`src/rtl/packet_injector.sv`:
```
// packet_injector: turns a destination descriptor plus FlitPerPacket-1 payload words into head/body/tail flits.
// Latency: a handshaked descriptor or payload word appears on data_out on the following cycle.
// Backpressure: the output register holds while valid_out && !ready_out; pkt_ready/payload_ready drop with it.
module packet_injector #(
    parameter int N             = 100,
    parameter int DEST_WIDTH    = $clog2(N),
    parameter int INDEX         = 1,
    parameter int DATA_WIDTH    = 32,
    parameter int TYPE_WIDTH    = 2,
    parameter int FlitPerPacket = 6,
    parameter int PAYLOAD_WIDTH = DATA_WIDTH - TYPE_WIDTH,
    parameter int CNT_WIDTH     = 16
) (
    input  logic                     clk,
    input  logic                     rst,
    input  logic [DEST_WIDTH-1:0]    pkt_dest,
    input  logic                     pkt_valid,
    output logic                     pkt_ready,
    input  logic [PAYLOAD_WIDTH-1:0] payload_data,
    input  logic                     payload_valid,
    output logic                     payload_ready,
    output logic [DATA_WIDTH-1:0]    data_out,
    output logic                     valid_out,
    input  logic                     ready_out,
    output logic                     busy,
    output logic [CNT_WIDTH-1:0]     packets_sent,
    output logic                     dest_err
);

    // flit_cnt must hold FlitPerPacket after the tail increment
    localparam int FC_WIDTH   = $clog2(FlitPerPacket + 1);
    localparam int DEST_CMP_W = DEST_WIDTH + 1;

    localparam logic [TYPE_WIDTH-1:0] TYPE_HEAD  = TYPE_WIDTH'(1);
    localparam logic [TYPE_WIDTH-1:0] TYPE_BODY  = TYPE_WIDTH'(2);
    localparam logic [TYPE_WIDTH-1:0] TYPE_TAIL  = TYPE_WIDTH'(3);
    localparam logic [FC_WIDTH-1:0]   LAST_IDX   = FC_WIDTH'(FlitPerPacket - 1);
    localparam logic [DEST_CMP_W-1:0] DEST_LIMIT = DEST_CMP_W'(N);
    localparam logic [DEST_WIDTH-1:0] SRC_ID     = DEST_WIDTH'(INDEX);

    typedef enum logic {
        S_IDLE    = 1'b0,
        S_PAYLOAD = 1'b1
    } state_t;

    state_t                  r_state;
    logic [FC_WIDTH-1:0]     r_flit_cnt;
    logic [DATA_WIDTH-1:0]   r_data_out;
    logic                    r_valid_out;
    logic                    r_run;
    logic [CNT_WIDTH-1:0]    r_packets_sent;
    logic                    r_dest_err;

    logic                    w_slot_free;
    logic                    w_pkt_hs;
    logic                    w_pay_hs;
    logic                    w_last_flit;
    logic                    w_tail_hs;
    logic                    w_bad_dest;
    logic [DATA_WIDTH-1:0]   w_head_flit;
    logic [DATA_WIDTH-1:0]   w_pay_flit;

    // The output register can take a new flit when empty or being drained this cycle.
    // r_run keeps both ready signals low while reset is asserted.
    assign w_slot_free   = !r_valid_out || ready_out;
    assign pkt_ready     = r_run && (r_state == S_IDLE) && w_slot_free;
    assign payload_ready = r_run && (r_state == S_PAYLOAD) && w_slot_free;
    assign w_pkt_hs      = pkt_valid && pkt_ready;
    assign w_pay_hs      = payload_valid && payload_ready;
    assign w_last_flit   = (r_flit_cnt >= LAST_IDX);
    assign w_tail_hs     = r_valid_out && ready_out &&
                           (r_data_out[DATA_WIDTH-1 -: TYPE_WIDTH] == TYPE_TAIL);
    assign w_bad_dest    = ({1'b0, pkt_dest} >= DEST_LIMIT);

    assign data_out      = r_data_out;
    assign valid_out     = r_valid_out;
    assign busy          = (r_state == S_PAYLOAD) || r_valid_out;
    assign packets_sent  = r_packets_sent;
    assign dest_err      = r_dest_err;

    // Head flit: type, source node, destination node; remaining bits zero
    always_comb begin
        w_head_flit = '0;
        w_head_flit[DATA_WIDTH-1 -: TYPE_WIDTH]     = TYPE_HEAD;
        w_head_flit[2*DEST_WIDTH-1 -: DEST_WIDTH]   = SRC_ID;
        w_head_flit[DEST_WIDTH-1:0]                 = pkt_dest;
    end

    // Body/tail flit: the last payload word of a packet is tagged TAIL
    always_comb begin
        w_pay_flit = '0;
        w_pay_flit[DATA_WIDTH-1 -: TYPE_WIDTH] = w_last_flit ? TYPE_TAIL : TYPE_BODY;
        w_pay_flit[PAYLOAD_WIDTH-1:0]          = payload_data;
    end

    // Ready gate: released on the first clock edge after reset deasserts
    always_ff @(posedge clk or negedge rst) begin
        if (!rst) begin
            r_run <= 1'b0;
        end else begin
            r_run <= 1'b1;
        end
    end

    // Packetizer FSM with the registered flit output; a load in the same cycle overrides the drain
    always_ff @(posedge clk or negedge rst) begin
        if (!rst) begin
            r_state     <= S_IDLE;
            r_flit_cnt  <= '0;
            r_data_out  <= '0;
            r_valid_out <= 1'b0;
        end else begin
            if (ready_out) begin
                r_valid_out <= 1'b0;
            end
            case (r_state)
                S_IDLE: begin
                    if (w_pkt_hs) begin
                        r_data_out  <= w_head_flit;
                        r_valid_out <= 1'b1;
                        r_flit_cnt  <= FC_WIDTH'(1);
                        r_state     <= S_PAYLOAD;
                    end
                end
                S_PAYLOAD: begin
                    if (w_pay_hs) begin
                        r_data_out  <= w_pay_flit;
                        r_valid_out <= 1'b1;
                        r_flit_cnt  <= r_flit_cnt + FC_WIDTH'(1);
                        if (w_last_flit) begin
                            r_state <= S_IDLE;
                        end
                    end
                end
            endcase
        end
    end

    // Count tails as they leave the output register; wraps naturally
    always_ff @(posedge clk or negedge rst) begin
        if (!rst) begin
            r_packets_sent <= '0;
        end else if (w_tail_hs) begin
            r_packets_sent <= r_packets_sent + CNT_WIDTH'(1);
        end
    end

    // Sticky flag for out-of-range destinations; the packet itself is sent unchanged
    always_ff @(posedge clk or negedge rst) begin
        if (!rst) begin
            r_dest_err <= 1'b0;
        end else if (w_pkt_hs && w_bad_dest) begin
            r_dest_err <= 1'b1;
        end
    end

endmodule

```
`config.mk`:
```
export PLATFORM = sky130hd
export DESIGN_NAME = packet_injector
export DESIGN_NICKNAME = d
export VERILOG_FILES = /design/src/rtl/packet_injector.sv
export SDC_FILE = /design/constraint.sdc
export NUM_CORES = 1
export LEC_CHECK = 0
export ABC_AREA = 1
export CELL_PAD_IN_SITES_DETAIL_PLACEMENT = 0
export CELL_PAD_IN_SITES_GLOBAL_PLACEMENT = 1
export CORE_MARGIN = 3
export CORE_UTILIZATION = 32
export CTS_CLUSTER_DIAMETER = 50
export DETAILED_ROUTE_END_ITERATION = 6
export PLACE_DENSITY_LB_ADDON = 0.1
export SYNTH_ARGS = -nofsm -noshare
export SYNTH_HDL_FRONTEND = slang
export SYNTH_SLANG_ARGS = --single-unit
```
`constraint.sdc`:
```
create_clock -name clk -period 1.6 [get_ports clk]
set_clock_uncertainty 0.05 [all_clocks]
set_input_delay 0.32 -clock clk [delete_from_list [all_inputs] [get_ports clk]]
set_output_delay 0.32 -clock clk [all_outputs]
set_load 0.01 [all_outputs]
```
Word level (Yosys, flattened, before mapping) --
Cells that the tools add are included.
Word-level totals: logic and storage cells 43, bits of input ports 42, output and inout port bits 53, flip-flop bits (word level) 55
Cells by class: order comparisons 2, equality and inequality tests 3, reduce and logical (&&, ||, !) cells 13, bitwise operators 1, muxes and demuxes 15, add/sub/neg operators 2
Operator list (number):
- $mux W32 | 2
- $pmux W32 S2 | 1
- $add A16 B1 Y16 const B | 1
- $logic_and A1 B1 Y1 | 9
- $ge A7 B7 Y1 const B | 1
- $mux W1 | 7
- $mux W3 | 2
- $pmux W3 S2 | 1
- $pmux W1 S2 | 2
- $add A3 B1 Y3 const B | 1
- $ge A3 B3 Y1 const B | 1
- $eq A2 B2 Y1 const B | 1
- $logic_or A1 B1 Y1 | 2
- $ne A2 B1 Y1 const B | 1
- $ne A2 B2 Y1 const B | 1
- $reduce_and A2 Y1 | 1
- $logic_not A1 Y1 | 1
- $not A1 Y1 | 1

Longest topological paths before layout --
Gate-level depths: netlist of run 1.
depth after elaboration 6, mapped depth 9, gate-level depth less buffers 9

Worst setup path before layout of run 1 --
No wires, ideal clock.
kind reg2reg, start register r_packets_sent[0] (netlist: packets_sent[0]), end register r_packets_sent[8] (netlist: packets_sent[8]), setup time 117 ps, buffers on the path 0, setup slack 176 ps, cell stages (with the launch flop) 9, arrival 1257 ps, data required time 1433 ps, clock period less this slack 1424 ps, path through dfrtp_1 -> ha_1 -> nand2_1 -> nor2_1 -> nand2_1 -> nor2_1 -> nand2_1 -> nand2_1 -> nand2_1
Between the ends: word-level cells in the longest chain between the ends 1
Ends and longest elaborated chain:
- from (decl) | RTL line 51 | logic [CNT_WIDTH-1:0] r_packets_sent;
- from (signal assigned) | RTL line 144 | r_packets_sent <= r_packets_sent + CNT_WIDTH'(1);
- $add A16 B1 Y16 | RTL line 144
No other way between the ends. A chain may end at the register's enable or synchronous reset.

Final worst setup path of run 1 --
start register r_data_out[16] (netlist: data_out[16]), end output port data_out[16]
RTL lines:
- from (decl) | RTL line 48 | logic [DATA_WIDTH-1:0] r_data_out;
- from (signal assigned) | RTL line 119 | r_data_out <= w_head_flit;
- from (signal assigned) | RTL line 127 | r_data_out <= w_pay_flit;
- to (decl) | RTL line 22 | output logic [DATA_WIDTH-1:0] data_out,
No word-level cell between the ends.

==> results of run 1 <==
[kinds of logic (layout without fill, tap and decap cells)]
| family | count (synthesis) | in the layout | share of synthesized area |
|---|---|---|---|
| simple gates | 197 | 197 | 0.338 |
| other cells | 1 | 1 | 0.00148 |
| xor+xnor | 10 | 10 | 0.0345 |
| compound gates | 6 | 6 | 0.0148 |
| fa+ha+maj | 3 | 3 | 0.0148 |
| buf+inv | 28 | 160 | 0.0538 |
| flops | 55 | 55 | 0.542 |
[through the flow]
step	instances	hold WS [ps]	utilization
floorplan	300	-25.6	-
detailed placement	510	295	0.504
CTS	529	431	0.527
global route	531	447	0.541
global placement	510	295	0.504
finish	531	420	0.541
[routing by layer]
metal  up-vias  GRT usage  part of all wire
met3         5     0.0316             0.052
met2        56      0.265              0.49
met5         -          0                 0
met4         0     0.0493            0.0092
met1      1068      0.188              0.45
li1       1195          -                 -
[synthesized netlist by cell type]
library cell  number  area share
inv_2              2      0.0030
buf_2              2      0.0039
buf_6              3       0.013
xnor2_1            4       0.014
nand2_4            1      0.0044
nand3_1           29       0.057
o21ai_0            2      0.0039
nor3_1             3      0.0059
nand4_4            1      0.0084
inv_1             17       0.025
nand4_1            3      0.0074
xor2_1             6       0.021
o21ai_1            1      0.0020
dfrtp_1           55        0.54
buf_4              1      0.0030
o2111ai_1          1      0.0035
clkbuf_1           2      0.0030
nor2_2             1      0.0025
nor2_1            16       0.024
nor2_4             3       0.013
nand2_2            2      0.0049
conb_1             1      0.0015
o22ai_1            1      0.0025
nand2_8            1      0.0079
inv_4              1      0.0025
o31ai_1            1      0.0030
ha_1               3       0.015
nand2_1          137        0.20
[repair_timing]
item,CTS,global route
setup endpoints to repair,64,62
pin swaps,1,2
hold buffers,1,0
buffers inserted,11,1
gates resized for setup,30,35
cloned,0,1
endpoints found under the hold margin,55,0
[placed cells by master (no fill, tap or decap), types with 4 or more instances in the layout]
| cell | instances |
|---|---|
| clkdlybuf4s50_1 | 41 |
| dlymetal6s2s_1 | 24 |
| inv_1 | 17 |
| buf_4 | 33 |
| nand2_1 | 137 |
| clkbuf_8 | 5 |
| nand3_1 | 29 |
| dlygate4sd2_1 | 26 |
| nor2_4 | 4 |
| xnor2_1 | 4 |
| dfrtp_1 | 54 |
| nor2_1 | 14 |
| xor2_1 | 6 |
| buf_12 | 5 |
[cell type report]
cell class,count,area share
inverters,20,0.0192
multi-input cells,217,0.256
well taps,99,0.0306
flip-flops and latches,55,0.340
clock buffers,6,0.0179
clock inverters,1,0.00742
repair buffers,133,0.329
[path summary, 6_finish.rpt]
check	start	to	cells past startpoint
min in group asynchronous	rst	data_out[16]	3
max in group asynchronous	rst	packets_sent[10]	3
worst min register to register	dest_err	dest_err	2
worst max-delay path	data_out[16]	data_out[16]	1
worst min-delay path	dest_err	dest_err	2
worst max register to register	r_state	data_out[2]	10
[power by group through the flow]
stage	logic, mW	registers, mW	clock network [mW]
after floorplan	0.896	2.37	0
after global placement	2.54	2.19	0
after detailed placement	2.57	2.20	0
after CTS	2.46	2.16	0.933
after global routing	2.71	2.19	0.979
final	2.43	2.14	0.900
[state kept, by name (all words and copies together) (netlist names)]
signal        cells
data_out         32
dest_err          1
packets_sent     16
r_flit_cnt        3
r_run             1
r_state           1
valid_out         1
==> results.sh, run 1 <==
export IMPL_start_util=0.339
export IMPL_num_vias=2324
export IMPL_period_needed_ps=1570
export IMPL_hold_violations=0
export IMPL_synth_avg_cell_area_um2=8.46
export IMPL_grt_pass1_vias=2386
export IMPL_dpl_hpwl_um=4880
export IMPL_grtUsageTotal=0.152
export IMPL_wirelength_um=6650
export IMPL_crit_buf_inv=1
export IMPL_io_buffers=94
export IMPL_max_cap_violations=0
export IMPL_syn_cell_area_mm2=0.00254
export IMPL_cts_sinks=55
export IMPL_drive_gt1_frac=0.144
export IMPL_die_w_um=95.0
export IMPL_die_area_mm2=0.00903
export IMPL_clkTransAtPathRegs_ps=100
export IMPL_peakVddDrop_v=0.000704
export IMPL_yosysWarnings=0
export IMPL_nets=477
export IMPL_ys_types=28
export IMPL_fillerInstances=714
export IMPL_crit_type="reg -> out"
export IMPL_clockBufferDepth=2
export IMPL_status="finished clean"
export IMPL_pwr_share_seq=0.391
export IMPL_drv_slew=0
export IMPL_drt_pass1_iterations=4
export IMPL_htreeDepth=2
export IMPL_ant_nets=0
export IMPL_io_pin_count=95
export IMPL_drc_errors=0
export IMPL_worstHoldPathType="reg -> reg"
export IMPL_cts_tree="done"
export IMPL_die_y_um=95.0
export IMPL_cp_required_ps=1230
export IMPL_routabilityCongestion=0.808
export IMPL_powerDensity_mw_per_mm2=1350
export IMPL_vias_per_cell=4.38
export IMPL_grt_overflow=0
export IMPL_crit_arrival_ps=1200
export IMPL_end_kind="primary output"
export IMPL_yosysSeqAreaShare=0.542
export IMPL_crit_family="buffers and inverters"
export IMPL_multiInputGateArea_mm2=0.00103
export IMPL_setup_tns_ps=0
export IMPL_synth_seq_cells=55
export IMPL_fmax_ghz=0.638
export IMPL_clock_root_buffer="clkbuf_8"
export IMPL_intPower_mw=3.57
export IMPL_critPathSlowestCell="clkdlybuf4s50_1"
export IMPL_post_route_period_util=0.980
export IMPL_critPathMaxFanout=2
export IMPL_rows=31
export IMPL_cpPeakStageDelay_ps=530
export IMPL_drt_iter0_drc=97
export IMPL_leakage_nw=2.35
export IMPL_cp_start_kind="flip-flop"
export IMPL_grt_max_degree=56
export IMPL_ff2ff_setup_slack_ps=110
export IMPL_final_area_mm2=0.00405
export IMPL_antenna_found_initial=0
export IMPL_finalWorstSetupSlack_ps=32.1
export IMPL_setup_viol=0
export IMPL_p_sw_mw=1.90
export IMPL_diodes=0
export IMPL_netlist_instances=300
export IMPL_clk_latency_ps=310
export IMPL_placed_cell_area_mm2=0.00378
export IMPL_cts_buffers=5
export IMPL_post_place_ws_ps=-375
export IMPL_grt_first_pass_wirelength_um=10900
export IMPL_synth_nets=345
export IMPL_power_total_mw=5.48
export IMPL_power_frac_clock=0.164
export IMPL_wl_per_cell_um=12.5
export IMPL_core_mm2=0.00749
export IMPL_area_growth_pct=59.5
export IMPL_cp_cell_sequence="clkdlybuf4s50_1"
export IMPL_p_comb_frac=0.444
export IMPL_netSwitchingFraction=0.347
export IMPL_regArea_mm2=0.00138
(Power assumes the default switching activity.)
==> run 2, diff against run 1 <==
--- a/config.mk
+++ b/config.mk
@@ -16,3 +16,4 @@
 export SYNTH_ARGS = -nofsm -noshare
 export SYNTH_HDL_FRONTEND = slang
 export SYNTH_SLANG_ARGS = --single-unit
+export TNS_END_PERCENT = 50
==> run 2 against run 1 <==
Worst setup slack about the same. Die area unchanged. Worst hold slack unchanged. Global-route usage unchanged. Sequential share of layout area about the same. Register-to-register slack about the same.
==> results.sh, run 2 (synthesis results as in run 1) <==
export IMPL_drt_iter0_drc=99
export IMPL_cp_start_kind="flip-flop"
export IMPL_p_comb_frac=0.444
export IMPL_die_y_um=95.0
export IMPL_area_growth_pct=59.4
export IMPL_core_mm2=0.00749
export IMPL_crit_family="buffers and inverters"
export IMPL_grtUsageTotal=0.152
export IMPL_cp_required_ps=1230
export IMPL_min_delay_start="dest_err"
export IMPL_cts_sinks=55
export IMPL_reg2reg_from="r_state"
export IMPL_worstHoldPathType="reg -> reg"
export IMPL_pwr_share_seq=0.391
export IMPL_post_route_period_util=0.980
export IMPL_mostFrequentLayoutCells="nand2_1, dfrtp_1, clkdlybuf4s50_1"
export IMPL_cts_tree="done"
export IMPL_dpl_hpwl_um=4880
export IMPL_ant_nets=0
export IMPL_setup_viol=0
export IMPL_holdPathEnd="dest_err"
export IMPL_drt_pass1_iterations=4
export IMPL_ff2ff_setup_slack_ps=110
export IMPL_critPathMaxFanout=2
export IMPL_wirelength_um=6650
export IMPL_powerDensity_mw_per_mm2=1350
export IMPL_leakage_nw=2.35
export IMPL_htreeDepth=2
export IMPL_drive_gt1_frac=0.141
export IMPL_layout_cells_non_filler=531
export IMPL_clkTransAtPathRegs_ps=100
export IMPL_hold_violations=0
export IMPL_power_frac_clock=0.164
export IMPL_wl_per_cell_um=12.5
export IMPL_max_cap_violations=0
export IMPL_grt_first_pass_wirelength_um=10900
export IMPL_crit_buf_inv=1
export IMPL_diodes=0
export IMPL_routabilityCongestion=0.808
export IMPL_final_common_cell="nand2_1"
export IMPL_end_kind="primary output"
export IMPL_fillerInstances=713
export IMPL_cp_cell_sequence="clkdlybuf4s50_1"
export IMPL_fmax_ghz=0.638
export IMPL_grt_pass1_vias=2386
export IMPL_clock_root_buffer="clkbuf_8"
export IMPL_io_buffers=94
export IMPL_peakVddDrop_v=0.000704
export IMPL_rows=31
export IMPL_rsz0062_at_grt="true"
export IMPL_status="finished clean"
export IMPL_period_needed_ps=1570
export IMPL_critPathSlowestCell="clkdlybuf4s50_1"
export IMPL_dp_cells=510
export IMPL_whs_path_depth=2
export IMPL_nets=477
export IMPL_clk_latency_ps=310
export IMPL_crit_arrival_ps=1200
export IMPL_grt_overflow=0
export IMPL_netSwitchingFraction=0.347
export IMPL_io_pin_count=95
export IMPL_drv_slew=0
export IMPL_power_total_mw=5.48
export IMPL_intPower_mw=3.57
export IMPL_antenna_found_initial=0
export IMPL_start_util=0.339
export IMPL_clockBufferDepth=2
export IMPL_die_w_um=95.0
export IMPL_vias_per_cell=4.38
export IMPL_largest_reg_flops=32
export IMPL_drc_errors=0
export IMPL_reg2reg_to="data_out[2]"
export IMPL_cts_buffers=5
export IMPL_die_area_mm2=0.00903
export IMPL_p_sw_mw=1.90
export IMPL_reg2reg_depth=10
export IMPL_cpPeakStageDelay_ps=530
export IMPL_crit_type="reg -> out"
export IMPL_grt_max_degree=56
export IMPL_num_vias=2325
==> run 2: cell counts in the layout (fill, tap and decap cells not counted) <==
Identical to the previous run, type by type.
==> run 2: cell type report <==
cell class                      count  area (um2)  share of cell area
Timing Repair Buffer              133        1330               0.329
Inverter                           20        77.6              0.0192
Tap cell                           99         124              0.0306
Multi-Input combinational cell    217        1030               0.255
Sequential cell                    55        1380               0.341
Clock buffer                        6        72.6              0.0179
Clock inverter                      1        30.0             0.00742
==> run 2: per-layer routing <==
metal,vias to the layer above,wire [um],track usage,part of all wire
met5,-,0,0,0
met4,0,61,0.0493,0.0092
met3,5,345,0.0316,0.052
met2,56,3240,0.265,0.49
met1,1069,3000,0.188,0.45
li1,1195,-,-,-
==> run 2: repair_timing <==
item,CTS,global route
cloned,0,1
pin swaps,1,2
endpoints found under the hold margin,55,0
hold buffers,1,0
gates resized for setup,30,34
setup buffers,11,1
setup endpoints to repair,64,62
==> run 2: power by group through the flow <==
stage | Clock, mW | Sequential, mW | Combinational, mW
6_report | 0.900 | 2.14 | 2.43
5_1_grt | 0.979 | 2.19 | 2.71
4_1_cts | 0.933 | 2.16 | 2.46
3_5_place_dp | 0 | 2.20 | 2.57
3_3_place_gp | 0 | 2.19 | 2.54
2_1_floorplan | 0 | 2.37 | 0.896
==> run 2: worst max-delay path by stage <==
| stage | from | to | slack (ps) | depth (start not counted) |
|---|---|---|---|---|
| floorplan | packets_sent[0] | packets_sent[8] | 180 | 8 |
| detailed placement | ready_out | r_flit_cnt[2] | -380 | 10 |
| finish | data_out[16] | data_out[16] | 30 | 1 |
| global placement | ready_out | payload_ready | -350 | 4 |
| global route | valid_out | packets_sent[14] | -30 | 8 |
| CTS | r_state | payload_ready | -90 | 4 |
==> run 2: stage by stage <==
step	TNS [ps]	utilization	hold slack, ps	setup WS, ps	instance area (um2)
after global placement	-14440	0.504	295	-347	3780
after CTS	-1070	0.527	431	-93.8	3940
final	0	0.540	420	32.1	4050
after floorplan	0	-	-25.6	176	2540
after detailed placement	-15250	0.504	295	-375	3780
after global routing	-30.3	0.540	447	-29.2	4050
==> run 3, diff against run 2 <==
--- a/config.mk
+++ b/config.mk
@@ -13,6 +13,7 @@
 export CTS_CLUSTER_DIAMETER = 50
 export DETAILED_ROUTE_END_ITERATION = 6
 export PLACE_DENSITY_LB_ADDON = 0.1
+export SLEW_MARGIN = 20
 export SYNTH_ARGS = -nofsm -noshare
 export SYNTH_HDL_FRONTEND = slang
 export SYNTH_SLANG_ARGS = --single-unit
==> results of run 3 <==
No change in the layout: final DEF, timing and power equal those of run 2.
